===== src/rtl/cache_fill_controller.sv =====
// Miss-fill FSM for the 2-way caches: picks the LRU victim, streams an
// 8-word block from pipelined memory, then writes tag/valid and LRU.
module cache_fill_controller #(
  parameter int ADDR_W          = 16,
  parameter int WORDS_PER_BLOCK = 8
) (
  input  logic                               clk,
  input  logic                               rst,
  input  logic                               miss_detected,
  input  logic [ADDR_W-1:0]                  miss_address,
  input  logic                               block0_isLRU,
  input  logic                               block1_isLRU,
  input  logic                               mem_data_valid,
  output logic                               fsm_busy,
  output logic                               mem_en,
  output logic [ADDR_W-1:0]                  mem_addr,
  output logic                               write_data_array,
  output logic [$clog2(WORDS_PER_BLOCK)-1:0] word_offset,
  output logic                               fill_way,
  output logic                               write_tag_array,
  output logic                               lru_write_en,
  output logic                               lru_block
);

  localparam int IDX_W = $clog2(WORDS_PER_BLOCK);
  localparam int CNT_W = IDX_W + 1;
  localparam int OFF_W = IDX_W + 1;

  localparam logic [CNT_W-1:0] FULL = CNT_W'(WORDS_PER_BLOCK);
  localparam logic [CNT_W-1:0] LAST = CNT_W'(WORDS_PER_BLOCK - 1);
  localparam logic [ADDR_W-1:0] OFF_MASK =
    {{(ADDR_W-OFF_W){1'b0}}, {OFF_W{1'b1}}};

  typedef enum logic [1:0] {
    S_IDLE,
    S_FILL,
    S_DONE
  } state_t;

  state_t            state_q, state_d;
  logic [ADDR_W-1:0] base_q, base_d;
  logic              fill_way_q, fill_way_d;
  logic [CNT_W-1:0]  issue_cnt_q, issue_cnt_d;
  logic [CNT_W-1:0]  recv_cnt_q, recv_cnt_d;

  logic issue_ok;
  logic recv_ok;

  // counters saturate at FULL, so late valids fall through
  assign issue_ok = (state_q == S_FILL) && (issue_cnt_q < FULL);
  assign recv_ok  = (state_q == S_FILL) && (recv_cnt_q < FULL)
                  && mem_data_valid;

  always_ff @(posedge clk or negedge rst) begin
    if (!rst) begin
      state_q     <= S_IDLE;
      base_q      <= '0;
      fill_way_q  <= 1'b0;
      issue_cnt_q <= '0;
      recv_cnt_q  <= '0;
    end else begin
      state_q     <= state_d;
      base_q      <= base_d;
      fill_way_q  <= fill_way_d;
      issue_cnt_q <= issue_cnt_d;
      recv_cnt_q  <= recv_cnt_d;
    end
  end

  always_comb begin
    state_d     = state_q;
    base_d      = base_q;
    fill_way_d  = fill_way_q;
    issue_cnt_d = issue_cnt_q;
    recv_cnt_d  = recv_cnt_q;
    unique case (state_q)
      S_IDLE: begin
        if (miss_detected) begin
          base_d      = miss_address & ~OFF_MASK;
          // way 1 only when it alone is LRU
          fill_way_d  = block1_isLRU & ~block0_isLRU;
          issue_cnt_d = '0;
          recv_cnt_d  = '0;
          state_d     = S_FILL;
        end
      end
      S_FILL: begin
        if (issue_ok) begin
          issue_cnt_d = issue_cnt_q + 1'b1;
        end
        if (recv_ok) begin
          recv_cnt_d = recv_cnt_q + 1'b1;
          if (recv_cnt_q == LAST) begin
            state_d = S_DONE;
          end
        end
      end
      S_DONE: begin
        state_d = S_IDLE;
      end
      default: begin
        state_d = S_IDLE;
      end
    endcase
  end

  always_comb begin
    fsm_busy         = (state_q != S_IDLE);
    fill_way         = fill_way_q;
    mem_en           = 1'b0;
    mem_addr         = '0;
    write_data_array = 1'b0;
    word_offset      = '0;
    write_tag_array  = 1'b0;
    lru_write_en     = 1'b0;
    lru_block        = 1'b0;
    unique case (state_q)
      S_FILL: begin
        mem_en = issue_ok;
        if (issue_ok) begin
          mem_addr = base_q
            + {{(ADDR_W-CNT_W-1){1'b0}}, issue_cnt_q, 1'b0};
        end
        write_data_array = recv_ok;
        if (recv_ok) begin
          word_offset = recv_cnt_q[IDX_W-1:0];
        end
      end
      S_DONE: begin
        write_tag_array = 1'b1;
        lru_write_en    = 1'b1;
        lru_block       = ~fill_way_q;
      end
      default: begin
      end
    endcase
  end

endmodule


===== config.mk =====
export PLATFORM = sky130hd
export DESIGN_NAME = cache_fill_controller
export DESIGN_NICKNAME = d
export VERILOG_FILES = /design/src/rtl/cache_fill_controller.sv
export SDC_FILE = /design/constraint.sdc
export NUM_CORES = 1
export LEC_CHECK = 0
export BUFFER_PORTS_ARGS = -buffer_cell sky130_fd_sc_hd__buf_2
export CORE_MARGIN = 8
export CORE_UTILIZATION = 49
export DETAILED_ROUTE_END_ITERATION = 8
export PLACE_DENSITY = 0.8
export SLEW_MARGIN = 25
export SYNTH_ARGS = -nofsm -noshare
export SYNTH_HDL_FRONTEND = slang
export SYNTH_SLANG_ARGS = --single-unit

===== constraint.sdc =====
create_clock -name clk -period 1.8 [get_ports clk]
set_clock_uncertainty 0.05 [all_clocks]
set_input_delay 0.27 -clock clk [delete_from_list [all_inputs] [get_ports clk]]
set_output_delay 0.27 -clock clk [all_outputs]
set_load 0.1 [all_outputs]

==> run_results.csv <==
group,metric,value,unit
outcome,violations,"setup timing",
cells_and_area,num-nets-final,259,
synth,syn_avg_cell_area,8.400,µm²
route,drc_errors,0,
synth,mappedNetlistNets,183,
critical_path,worst_setup_path_end_kind,"output pin",
timing,timing.fmax,438.2,MHz
timing,drv_slew,0,
grt,grt_pass1_vias,1626,
place,pre_cts_ws,-0.006194,ns
synth,synthCells,157,
critical_path,worstSetupStartpointType,"register",
timing,setup_viol,22,
cells_and_area,layout-drive-gt1-share,54.31,%
die,core-area,2663,µm²
place,port-buffer-count,42,
route,wl_met2,2.991,mm
cells_and_area,syn2layout_area_growth,88.62,%
min_path,min_from,"miss_address[11]",
die,start_util,49.53,%
grt,antenna_found_initial,0,
die,die_w,67.88,µm
critical_path,cp_max_fo,5,
timing,rsz0062_at_grt,"true",
cells_and_area,fin_area,2487,µm²
place,hpwl,2.976,mm
synth,synth_cell_types,32,
route,drt-total-wl,5.675,mm
grt,grt_overflow_total,0,
route,drt-met1-wl,2.066,mm
synth,yosys_warnings,0,
critical_path,crit-reg2reg-capture,"recv_cnt_q[1]$_DFFE_PN0P_",
place,placed_cell_area,2195,µm²
synth,ys_seq_area_share,43.64,%
clock_tree,cts.clk_slew.worst_paths,0.14,ns
die,die_area,4608,µm²
clock_tree,cts_tree,"yes",
route,ant_nets,0,
grt,grt_pass1_wl,7.755,mm
clock_tree,clk_latency,0.33,ns
clock_tree,cts_sinks,23,
synth,synth-edff-count,0,
synth,synth_area_leader_cell,"dfrtp_1",
clock_tree,cts-root-buf,"clkbuf_4",
timing,worst_pin_slew,0.5291,ns
critical_path,r2r-start,"state_q[1]$_DFFE_PN0P_",
critical_path,reg2reg_slack,0.08,ns
clock_tree,htreeDepth,1,
critical_path,cp.required,1.48,ns
die,die_h,67.88,µm
outcome,status,"finished, violations left",
grt,grt_max_degree,24,
synth,ys_ff_latch,23,
timing,fin_crit,2.282,ns
die,ios,48,
route,wl_per_cell,21.58,µm
critical_path,cp.arrival,1.96,ns
grt,grt.total_usage,22.31,%
min_path,whs_endpoint,"base_q[11]$_DFFE_PN0P_",
timing,period_share,126.8,%
synth,yosys-top-cells-area,"dfrtp_1 (44%), nand2_1 (13%), nor2_1 (5.1%)",
min_path,hold_class,"in2reg",
cells_and_area,final_common_cell,"nand2_1",
die,rows,19,
place,gp_congestion,0.8347,
cells_and_area,final_cell_mix,"nand2_1 (43), buf_4 (27), buf_12 (25)",
timing,finalWorstSetupSlack,-0.4821,ns
timing,hold_viol_final,0,
timing,holdWs,0.08115,ns
critical_path,crit_type,"reg2out",
job,drv_cap,0,
synth,synthFlopType,"dfrtp_1",
synth,synth_area,1319,µm²
cells_and_area,n_antenna_cell,0,
synth,synth_top_area_share,43.64,%
route,drt_pre_antenna_iters,5,
timing,slew_headroom,64.72,%
timing,tns,-4.670,ns
route,first_iter_violations,92,
route,top_layer,"met4",
cells_and_area,nFillCells,97,
clock_tree,numCtsBuffers,3,
route,met3_length,466,µm
route,num_vias,1553,
min_path,whs_path_depth,3,
critical_path,rr_worst_depth,6,
synth,synthArstFlopShare,100.0,%
route,viasPerCell,5.905,
clock_tree,clk_path_buf_depth,2,
## area by class of cell
| type | count | area, µm² | share of cell area [%] |
|---|---|---|---|
| Sequential cell | 23 | 576.8 | 23.19 |
| Multi-Input combinational cell | 126 | 943.4 | 37.93 |
| Tap cell | 31 | 38.79 | 1.559 |
| Clock buffer | 4 | 26.28 | 1.056 |
| Timing Repair Buffer | 77 | 890.9 | 35.81 |
| Inverter | 2 | 11.26 | 0.4527 |
## state kept, by name, summed over array words and instances, names as in the netlist
signal	count
state_q	2
base_q	12
recv_cnt_q	4
issue_cnt_q	4
fill_way	1
## worst max-delay path by stage
stage	start	end	slack, ns	cells after the start
after floorplan	issue_cnt_q[3]$_DFFE_PN0P_	mem_addr[15]	-0.26	4
after global placement	issue_cnt_q[3]$_DFFE_PN0P_	mem_addr[15]	0.04	5
after detailed placement	base_q[11]$_DFFE_PN0P_	mem_addr[15]	-0.006	5
after CTS	base_q[4]$_DFFE_PN0P_	mem_addr[15]	-0.33	5
after global routing	base_q[4]$_DFFE_PN0P_	mem_addr[13]	-0.51	7
final	base_q[4]$_DFFE_PN0P_	mem_addr[13]	-0.48	7
## worst max-delay path, stage by stage, from the launching register on
cell and delay (ns):
dfrtp_1 0.44, ha_2 0.24, nand2_2 0.07, buf_6 0.14
nor3_2 0.28, xnor2_1 0.16, nor2_4 0.12, buf_12 0.18
## cells in the mapped netlist, types with 2 or more instances
cell type  instances
ha_1               4
xor2_1             7
nand4_1            4
dfrtp_1           23
clkbuf_1           3
nand3b_1           3
a22o_1             2
xnor2_1            4
o21ai_0            3
inv_1              2
buf_4              2
a21oi_1            3
nor2b_1            2
nand2_1           46
nand3_1            5
nor3_1             3
nor2_1            18
and3_1             2
and2_1             8
## routing by layer
| layer | track usage, % | up-vias |
|---|---|---|
| li1 | - | 665 |
| met1 | 22.66 | 741 |
| met2 | 43.55 | 126 |
| met3 | 4.583 | 21 |
| met4 | 8.184 | 0 |
| met5 | 0 | - |
## through the flow
stage               utilization (%)  instances
floorplan                         -        157
global placement              82.42        241
detailed placement            82.42        241
CTS                           90.70        259
global route                  93.42        263
finish                        93.42        263
## cell families (layout without fill, tap and decap cells)
kind of cell | after synthesis | in the layout | synth area share (%)
AOI/OAI and AO/OA | 11 | 11 | 5.692
xor gates and xnor gates | 11 | 11 | 7.305
adders and majority gates | 4 | 4 | 3.795
buffers and inverters | 8 | 83 | 3.415
DFF | 23 | 23 | 43.64
muxes | 1 | 1 | 0.7590
other | 1 | 1 | 0.2844
and+or+nand+nor | 98 | 98 | 35.10
## repair_timing
| action | 4_1_cts | 5_1_grt |
|---|---|---|
| cloned | 1 | 0 |
| setup buffers | 12 | 5 |
| endpoints found under the hold margin | 23 | 0 |
| hold buffers | 1 | 0 |
| endpoints found under the setup margin | 20 | 24 |
| gates resized for setup | 16 | 10 |
| pin swaps | 9 | 9 |
Power is left out: the tool's default activity adds up to more than one toggle a clock period on the data nets, which glitch-free logic cannot reach.
